$ cat src/rtl/byte_serializer.sv
// rtl/byte_serializer.sv - parallel word to serial bit stream with optional inter-word gap and flush
module byte_serializer #(
    parameter int WIDTH     = 8,
    parameter int MSB_FIRST = 1,
    parameter int GAP       = 0
) (
    input  logic             clk,
    input  logic             reset,
    input  logic [WIDTH-1:0] din,
    input  logic             din_valid,
    output logic             din_ready,
    input  logic             flush,
    output logic             dout,
    output logic             dout_valid,
    output logic             busy,
    output logic [15:0]      word_cnt
);

    localparam int IDX_W = (WIDTH > 2) ? $clog2(WIDTH) : 1;

    typedef enum logic [1:0] {
        S_IDLE  = 2'd0,
        S_SHIFT = 2'd1,
        S_GAP   = 2'd2
    } state_t;

    state_t           state;
    logic [WIDTH-1:0] sreg;
    logic [WIDTH-1:0] sreg_next;
    logic [IDX_W-1:0] bit_idx;
    logic [3:0]       gap_cnt;
    logic             ready_en;
    logic             last_bit;
    logic             accept;

    // ready_en holds din_ready low until the first clock edge after reset releases
    assign last_bit  = (state == S_SHIFT) && (bit_idx == IDX_W'(WIDTH - 1));
    assign din_ready = ready_en && !flush &&
                       ((state == S_IDLE) || (last_bit && (GAP == 0)));
    assign accept    = din_valid && din_ready;
    assign busy      = (state != S_IDLE);

    // The outgoing bit always sits at the emitting end of sreg
    assign sreg_next = (MSB_FIRST != 0) ? (sreg << 1) : (sreg >> 1);

    function automatic logic head_bit(input logic [WIDTH-1:0] w);
        return (MSB_FIRST != 0) ? w[WIDTH-1] : w[0];
    endfunction

    always_ff @(posedge clk or negedge reset) begin
        if (!reset) begin
            state      <= S_IDLE;
            sreg       <= '0;
            bit_idx    <= '0;
            gap_cnt    <= '0;
            dout       <= 1'b0;
            dout_valid <= 1'b0;
            word_cnt   <= 16'd0;
            ready_en   <= 1'b0;
        end else begin
            ready_en <= 1'b1;
            if (flush) begin
                state      <= S_IDLE;
                sreg       <= '0;
                bit_idx    <= '0;
                gap_cnt    <= '0;
                dout       <= 1'b0;
                dout_valid <= 1'b0;
                // the final bit is already on dout, so that word still counts
                if (last_bit) begin
                    word_cnt <= word_cnt + 16'd1;
                end
            end else begin
                case (state)
                    S_IDLE: begin
                        if (accept) begin
                            state      <= S_SHIFT;
                            sreg       <= din;
                            bit_idx    <= '0;
                            dout       <= head_bit(din);
                            dout_valid <= 1'b1;
                        end
                    end
                    S_SHIFT: begin
                        if (last_bit) begin
                            word_cnt <= word_cnt + 16'd1;
                            if (accept) begin
                                sreg       <= din;
                                bit_idx    <= '0;
                                dout       <= head_bit(din);
                                dout_valid <= 1'b1;
                            end else begin
                                state      <= (GAP > 0) ? S_GAP : S_IDLE;
                                gap_cnt    <= (GAP > 0) ? 4'(GAP - 1) : 4'd0;
                                sreg       <= '0;
                                bit_idx    <= '0;
                                dout       <= 1'b0;
                                dout_valid <= 1'b0;
                            end
                        end else begin
                            sreg    <= sreg_next;
                            bit_idx <= bit_idx + IDX_W'(1);
                            dout    <= head_bit(sreg_next);
                        end
                    end
                    S_GAP: begin
                        if (gap_cnt == 4'd0) begin
                            state <= S_IDLE;
                        end else begin
                            gap_cnt <= gap_cnt - 4'd1;
                        end
                    end
                    default: begin
                        state <= S_IDLE;
                    end
                endcase
            end
        end
    end

endmodule
$ cat config.mk
export PLATFORM = sky130hd
export DESIGN_NAME = byte_serializer
export DESIGN_NICKNAME = d
export VERILOG_FILES = /design/src/rtl/byte_serializer.sv
export SDC_FILE = /design/constraint.sdc
export NUM_CORES = 1
export LEC_CHECK = 0
export CAP_MARGIN = 20
export CELL_PAD_IN_SITES_DETAIL_PLACEMENT = 0
export CELL_PAD_IN_SITES_GLOBAL_PLACEMENT = 2
export CORE_MARGIN = 1
export CORE_UTILIZATION = 33
export CTS_CLUSTER_DIAMETER = 200
export DETAILED_ROUTE_END_ITERATION = 7
export PLACE_DENSITY_LB_ADDON = 0.1
export SETUP_SLACK_MARGIN = 0.4
export SYNTH_ARGS = -nofsm -noshare
export SYNTH_HDL_FRONTEND = slang
export SYNTH_SLANG_ARGS = --single-unit
export TNS_END_PERCENT = 100
$ cat constraint.sdc
create_clock -name clk -period 2.7 [get_ports clk]
set_clock_uncertainty 0.1 [all_clocks]
set_input_delay 0.27 -clock clk [delete_from_list [all_inputs] [get_ports clk]]
set_output_delay 0.27 -clock clk [all_outputs]
set_load 0.05 [all_outputs]
## After elaboration in Yosys (flattened, before gate mapping)

Cells that the tools add are included.
W data, S select, Z words.

| storage, ports and cells | value |
|---|---|
| register bits | 35 |
| output and inout bits | 20 |
| word-level logic and storage cells | 68 |

| cells by class | value |
|---|---|
| add/subtract/negate cells | 3 |
| eq/ne operators | 8 |
| multiplexer cells | 33 |
| reduce and logical (&&, ||, !) cells | 16 |

Operators by type and width:

| kind | number |
|---|---|
| $mux W16 | 3 |
| $mux W7 | 4 |
| $add A16 B1 Y16 const B | 1 |
| $mux W4 | 4 |
| $ne A3 B3 Y1 const B | 5 |
| $pmux W7 S2 | 1 |
| $mux W2 | 5 |
| $mux W3 | 3 |
| $mux W1 | 8 |
| $pmux W4 S2 | 1 |
| $reduce_and A4 Y1 | 2 |
| $pmux W2 S3 | 1 |
| $pmux W3 S2 | 1 |
| $reduce_bool A3 Y1 | 2 |
| $logic_and A1 B1 Y1 | 4 |
| $logic_not A4 Y1 | 1 |
| $pmux W1 S2 | 2 |
| $reduce_bool A2 Y1 | 2 |
| $sub A4 B1 Y4 const B | 1 |
| $add A3 B1 Y3 const B | 1 |
| $eq A3 B3 Y1 const B | 1 |
| $reduce_and A3 Y1 | 1 |
| $eq A2 B1 Y1 const B | 1 |
| $eq A2 B2 Y1 const B | 1 |
| other kinds (4) | 4 |

## Longest topological paths before layout

Gate-level depths: netlist (run 1).

| logic depth | value |
|---|---|
| word-level depth | 9 |
| gate-level depth with buffers | 6 |
| gate-level depth less buffers | 6 |

## Worst setup path before layout (run 1)

Ideal clock, no wire load.

| timing path | value |
|---|---|
| kind | register -> output |
| start | reg state[0] |
| end | out din_ready |
| data arrival time | 2.151 ns |
| required time | 2.330 ns |
| setup slack | 0.179 ns |
| stages on the path, launching flop included | 4 |
| path buffers | 1 |
| cells stage by stage | dfrtp_1 -> nor2b_1 -> clkbuf_1 -> nor3b_1 |

| between the ends | value |
|---|---|
| longest elaborated chain between the ends | 4 |
| elaborated cells on any way between the ends | 5 |
| classes of those cells | eq/ne (1); reduce/logical (4) |

RTL lines:

| element | line | RTL |
|---|---|---|
| from (decl) | 27 | `state_t state;` |
| from (signal assigned) | 93 | `state <= (GAP > 0) ? S_GAP : S_IDLE;` |
| $eq A2 B1 Y1 | 37 | `assign last_bit = (state == S_SHIFT) && (bit_idx == IDX_W'(WIDTH - 1));` |
| $logic_and A1 B1 Y1 | 37 |  |
| $logic_or A1 B1 Y1 * | 39 | `((state == S_IDLE) \|\| (last_bit && (GAP == 0)));` |
| $logic_and A1 B1 Y1 * | 38 | `assign din_ready = ready_en && !flush &&` |
| to (decl) | 11 | `output logic din_ready,` |

Mark *: on every way between the ends. The rest lies on a longest branch, timed or not.

## Worst setup path in the final report (run 1)

| timing path | value |
|---|---|
| start | reg bit_idx[0] |
| end | out din_ready |

| between the ends | value |
|---|---|
| longest elaborated chain between the ends | 4 |

RTL lines:

| element | line | RTL |
|---|---|---|
| from (decl) | 30 | `logic [IDX_W-1:0] bit_idx;` |
| from (signal assigned) | 102 | `bit_idx <= bit_idx + IDX_W'(1);` |
| $eq A3 B3 Y1 | 37 |  |
| $logic_and A1 B1 Y1 | 37 |  |
| $logic_or A1 B1 Y1 | 39 |  |
| $logic_and A1 B1 Y1 | 38 |  |

Every way passes these cells.

==> flow_metrics.tcl, run 1 <==
set metrics [dict create \
    post-place-cells 212 \
    insertion_delay_ns 0.28 \
    required_ns 2.33 \
    synth_top_cell_by_area "dfrtp_1" \
    r2r-start "bit_idx[0]" \
    cts_tree "done" \
    htree_levels 2 \
    wire_per_inst_um 13.4 \
    layout_min_cycle_time_ns 2.05 \
    drv_cap 0 \
    drive_gt1_share_pct 8.28 \
    endpoint "din_ready" \
    routed_via_density 4.97 \
    die_area_mm2 0.00453 \
    p_per_area_mw_per_mm2 487 \
    hold_class "input pin to async pin" \
    totalWireLength_mm 2.93 \
    critPathSlowestCell "dfrtp_1" \
    fillCellCount 386 \
    ir_drop_uv 243 \
    ant_nets 0 \
    nets 184 \
    synth-seq-cells 30 \
    antenna_cells 0 \
    reg2reg_slack_ns 0.85 \
    syn-num-nets 148 \
    fmax_mhz 488 \
    track_usage_pct 15.6 \
    instances_no_fill 219 \
    grt_pass1_vias 1107 \
    worst_pin_slew_ns 0.682 \
    die_w_um 67.3 \
    cts.sinks 30 \
    critPathCaptureType "primary output" \
    hpwl_mm 2.06 \
    synth.distinct_cells 30 \
    core_mm2 0.00406 \
    syn_to_final_growth_pct 32.1 \
    place_ws_ns 0.429 \
    p_leak_nw 0.822 \
    cts_buffers 5 \
    worst-path-buf-inv 1 \
    synthAdderAreaFrac_pct 2.67 \
    slew_headroom_pct 54.5 \
    muxShareOfSynthArea_pct 2.31 \
    start_util_pct 34.7 \
    total_power_w 0.000905 \
    synthCells 133 \
    status "completed" \
    slew_viol_final 0 \
    synth-simple-area-share_pct 22.1 \
    grt_max_degree 31 \
    setup_tns_ns 0 \
    drtIter0Drc 22 \
    cp_max_fo 6 \
    cpPeakStageDelay_ns 0.39 \
    layout_common_cells "dfrtp_1 (30), clkdlybuf4s50_1 (30), nand2_1 (17)" \
    drt-pass1-iter-count 4 \
    die_h_um 67.3 \
    hold_viol 0 \
    worstRegToRegCells 6 \
    synthesis.area_mm2 0.00141 \
    crit_chain "ha_1 -> ha_1 -> nor2b_1 -> nor3b_2 -> clkbuf_2" \
    synth_xor_area_share_pct 9.34 \
    cts_root_buf "clkbuf_8" \
    ios 32 \
    min_period_over_period_pct 76.0 \
    hold_buffers 0 \
    path_clk_slew_ns 0.06 \
    grt_first_pass_wirelength_mm 5.06 \
    setup_viol 0 \
    ys_seq_area_share_pct 53.4 \
    setup_ws_ns 0.649 \
    rsz0062_at_grt "no" \
    vias 1088 \
    gr-total-overflow 0 \
    place_congestion 0.741 \
    avgSynthCellArea_um2 10.6 \
    holdWs_ns 0.290 \
    synthTopCellsByArea "dfrtp_1 (53%), xnor2_1 (5.6%), nand2_1 (4.5%)" \
    synth-compound-area-share_pct 8.54 \
    post_cts_buffers 0 \
    rows 23 \
    worst_path_dominant_cell_family "adder cells" \
    synth_top_family_by_area "simple AND/OR/NAND/NOR gates" \
    r2r_end "word_cnt[15]" \
    portBuffers 31 \
    start_kind "register" \
    ys_warn_count 0 \
    clock_path_buffers 2 \
    synth_top_area_share_pct 53.4 \
    antenna_found_initial 0 \
    cp_common_cell "ha_1" \
    critical_path.startpoint "bit_idx[0]" \
    critical_path_arrival_ns 1.68 \
    drc_errors 0 \
    crit_type "register to primary output" \
    crit_cells 5 \
]
worst min-delay path by stage:
stage / from / end / slack [ns] / depth (start not counted)
after floorplan: reset / bit_idx[0] / -0.13 / 0
after global placement: word_cnt[15] / word_cnt[15] / 0.36 / 1
after detailed placement: word_cnt[15] / word_cnt[15] / 0.36 / 1
after CTS: reset / word_cnt[3] / 0.30 / 2
after global routing: reset / word_cnt[3] / 0.33 / 2
final: reset / ready_en / 0.29 / 2
sequential cells by signal (all words and copies together) (netlist names):
name / cells
bit_idx: 3
dout: 1
dout_valid: 1
ready_en: 1
sreg: 7
state: 1
word_cnt: 16
routing by layer:
metal,global-route usage (%),up-vias,wire (µm),part of all wire (%)
li1,-,534,-,-
met1,17.9,527,1340,46
met2,25.8,21,1420,48
met3,6.08,6,117,4.0
met4,6.38,0,52,1.8
met5,0,-,0,0
synth_stat cells:
library cell	instances
a21oi_1	2
a221oi_1	7
a22o_1	1
and2b_1	1
and4_1	1
and4b_1	1
buf_2	1
clkbuf_1	4
conb_1	1
dfrtp_1	30
ha_1	3
mux2_2	2
mux2i_1	1
nand2_1	17
nand3_1	6
nand3b_1	2
nand4_1	3
nand4_2	1
nand4b_1	1
nor2_1	8
nor2b_1	9
nor3_1	3
nor3b_1	1
o21ai_0	8
or2_0	1
or2_2	1
or2b_1	1
or3_1	1
xnor2_1	9
xor2_1	6
stage by stage:
step	instance area (µm²)	utilization (%)
2_1_floorplan	1410	-
3_3_place_gp	1790	44.0
3_5_place_dp	1790	44.0
4_1_cts	1860	45.9
5_1_grt	1860	45.8
6_report	1860	45.8
kinds of logic after synthesis:
kind of cell,Yosys count
other cells,1
xor+xnor,15
buf+inv,5
simple gates,58
flops,30
mux,3
compound gates,18
fa+ha+maj,3
final cells by class:
class	instances	area (µm²)	area share, %
Tap cell	50	62.6	3.37
Timing Repair Buffer	34	328	17.6
Sequential cell	30	751	40.4
Clock buffer	7	76.3	4.11
Multi-Input combinational cell	98	641	34.5
worst reg2reg max path, stage by stage, from the launching register on:
cell and delay (ns):
dfrtp_1 0.36, ha_1 0.15, ha_1 0.25, nand4_2 0.18, or3_1 0.43, nor2_1 0.15, xor2_1 0.15
timing repair:
item,4_1_cts,5_1_grt
pin swaps,0,0
endpoints found under the setup margin,1,1
gates resized for setup,1,2
hold endpoints to repair,0,0
report_power, final:
group	total (W)	switching, W	internal (W)
registers	0.000470	0.00000728	0.000463
logic	0.000103	0.0000592	0.0000435
clock network	0.000332	0.000155	0.000177
total	0.000905	0.000222	0.000684
No activity file was read; power rests on OpenSTA's default activity.
==> inputs of run 2 (changes only) <==
- CORE_UTILIZATION: 33 -> 28
- clock period: 2.7 -> 1.8 ns (I/O delays scaled with it)
==> run 2 against run 1 <==
Critical endpoint is now word_cnt[11]. Combinational power grew 91%. Setup slack got worse by 0.61 ns. Sequential power increased by 51%. Total power grew 62%. Critical path type is now register to register.
==> flow_metrics.tcl, run 2 (synthesis results as in run 1) <==
set metrics [dict create \
    status "completed" \
    p_per_area_mw_per_mm2 658 \
    start_util_pct 29.4 \
    cp_max_fo 5 \
    cts_root_buf "clkbuf_8" \
    rsz0062_at_grt "yes" \
    top_regs "word_cnt x16, sreg x7, bit_idx x3" \
    min_period_over_period_pct 97.7 \
    cts_buffers 5 \
    antenna_found_initial 0 \
    setup_tns_ns 0 \
    crit_chain "ha_2 -> ha_4 -> buf_6 -> nand4_4 -> or3_4 -> nor2_4 -> xor2_1" \
    reg2reg_slack_ns 0.04 \
    die_area_mm2 0.00531 \
    final_common_cell "buf_4" \
    layout_common_cells "buf_4 (33), dfrtp_1 (20), nand2_1 (15)" \
    clock_path_buffers 2 \
    slew_viol_final 0 \
    critical_path_arrival_ns 1.86 \
    insertion_delay_ns 0.28 \
    p_leak_nw 1.02 \
    hold_viol 0 \
    nets 201 \
    ios 32 \
    antenna_cells 0 \
    hold_buffers 0 \
    worstRegToRegCells 7 \
    wire_per_inst_um 13.7 \
    drt-pass1-iter-count 2 \
    portBuffers 31 \
    top_register "word_cnt" \
    cpPeakStageDelay_ns 0.38 \
    grt_max_degree 31 \
    worst-path-buf-inv 1 \
    fmax_mhz 569 \
    worst_path_dominant_cell_family "simple AND/OR/NAND/NOR gates" \
    vias 1164 \
    die_w_um 72.9 \
    grt_pass1_vias 1203 \
    crit_cells 7 \
    r2r-start "bit_idx[0]" \
    hold_class "input pin to async pin" \
    required_ns 1.90 \
    crit_type "register to register" \
    rows 25 \
    setup_viol 0 \
    die_h_um 72.9 \
    drv_cap 0 \
    ir_drop_uv 342 \
    syn_to_final_growth_pct 58.5 \
    layout_min_cycle_time_ns 1.76 \
    place_ws_ns -0.101 \
    routed_via_density 4.58 \
    track_usage_pct 14.4 \
    cts.sinks 30 \
    endpoint "word_cnt[11]" \
    place_congestion 0.725 \
    drtIter0Drc 53 \
    gr-total-overflow 0 \
    drive_gt1_share_pct 47.6 \
    critPathCaptureType "register" \
    critPathSlowestCell "or3_4" \
    ant_nets 0 \
    totalWireLength_mm 3.48 \
    setup_ws_ns 0.0415 \
    largest_register_ffs 16 \
    critical_path.startpoint "bit_idx[0]" \
    htree_levels 2 \
    r2r_end "word_cnt[11]" \
    core_mm2 0.00479 \
    hpwl_mm 2.18 \
    start_kind "register" \
    cts_tree "done" \
    grt_first_pass_wirelength_mm 5.60 \
    drc_errors 0 \
    path_clk_slew_ns 0.07 \
]
[run 2: cell count changes in the layout (fill, tap and decap cells not counted), moves of 3 or more]
cell             previous run  this run
a221oi_1                    7         3
a221oi_2                    0         4
buf_4                       3        33
buf_6                       0         7
clkdlybuf4s50_1            30        11
dfrtp_1                    30        20
dfrtp_2                     0        10
ha_1                        3         0
nor2_1                      8         1
nor2_4                      0         6
nor3_1                      3         0
o21ai_0                     8         5
[run 2: what timing repair did]
item	in CTS	in global routing
resized for setup	29	17
setup buffers	13	2
pin swaps	6	10
setup endpoints to repair	28	30
[run 2: worst min-delay path by stage]
stage	from	end	depth (start not counted)	slack (ns)
2_1_floorplan	reset	bit_idx[0]	0	-0.22
3_3_place_gp	word_cnt[15]	word_cnt[15]	1	0.36
3_5_place_dp	word_cnt[15]	word_cnt[15]	1	0.37
4_1_cts	reset	word_cnt[0]	2	0.20
5_1_grt	reset	word_cnt[0]	2	0.23
6_report	reset	word_cnt[0]	2	0.20
[run 2: report_power, final]
part | internal [W] | total [W] | switching [W]
logic | 0.0000911 | 0.000197 | 0.000106
clock network | 0.000308 | 0.000560 | 0.000252
registers | 0.000695 | 0.000708 | 0.0000137
[run 2: worst reg2reg max path, delay by kind of cell (launching register included)]
family | cells | cell delay (ns)
AND/OR/NAND/NOR | 3 | 0.62
XOR/XNOR | 1 | 0.14
adder cells (fa/ha/maj) | 2 | 0.36
buffers and inverters | 1 | 0.11
flip-flops | 1 | 0.35
[run 2: per-layer routing]
layer | vias to the layer above | share of wire, % | wire (µm) | global-route usage, %
li1 | 573 | - | - | -
met1 | 564 | 44 | 1530 | 16.9
met2 | 23 | 52 | 1800 | 24.1
met3 | 4 | 3.5 | 121 | 4.42
met4 | 0 | 0.95 | 33 | 6.54
met5 | - | 0 | 0 | 0
[run 2: layout make-up]
cell class / instances / area (µm²)
clock buffers: 7 / 86.3
clock inverters: 1 / 5.00
fillers: 466 / 2560
multi-input cells: 98 / 853
flip-flops and latches: 30 / 763
well taps: 67 / 83.8
repair buffers: 51 / 437
[run 2: through the flow]
| stage | util, % | total power (W) | hold slack [ns] | std cells | instance area, µm² |
|---|---|---|---|---|---|
| after CTS | 44.5 | 0.00149 | 0.204 | 252 | 2130 |
| final | 46.6 | 0.00147 | 0.201 | 254 | 2230 |
| after global routing | 46.6 | 0.00154 | 0.227 | 254 | 2230 |
| after floorplan | - | 0.000806 | -0.216 | 133 | 1470 |
| after detailed placement | 38.2 | 0.000880 | 0.366 | 231 | 1830 |
| after global placement | 38.2 | 0.000877 | 0.359 | 231 | 1830 |
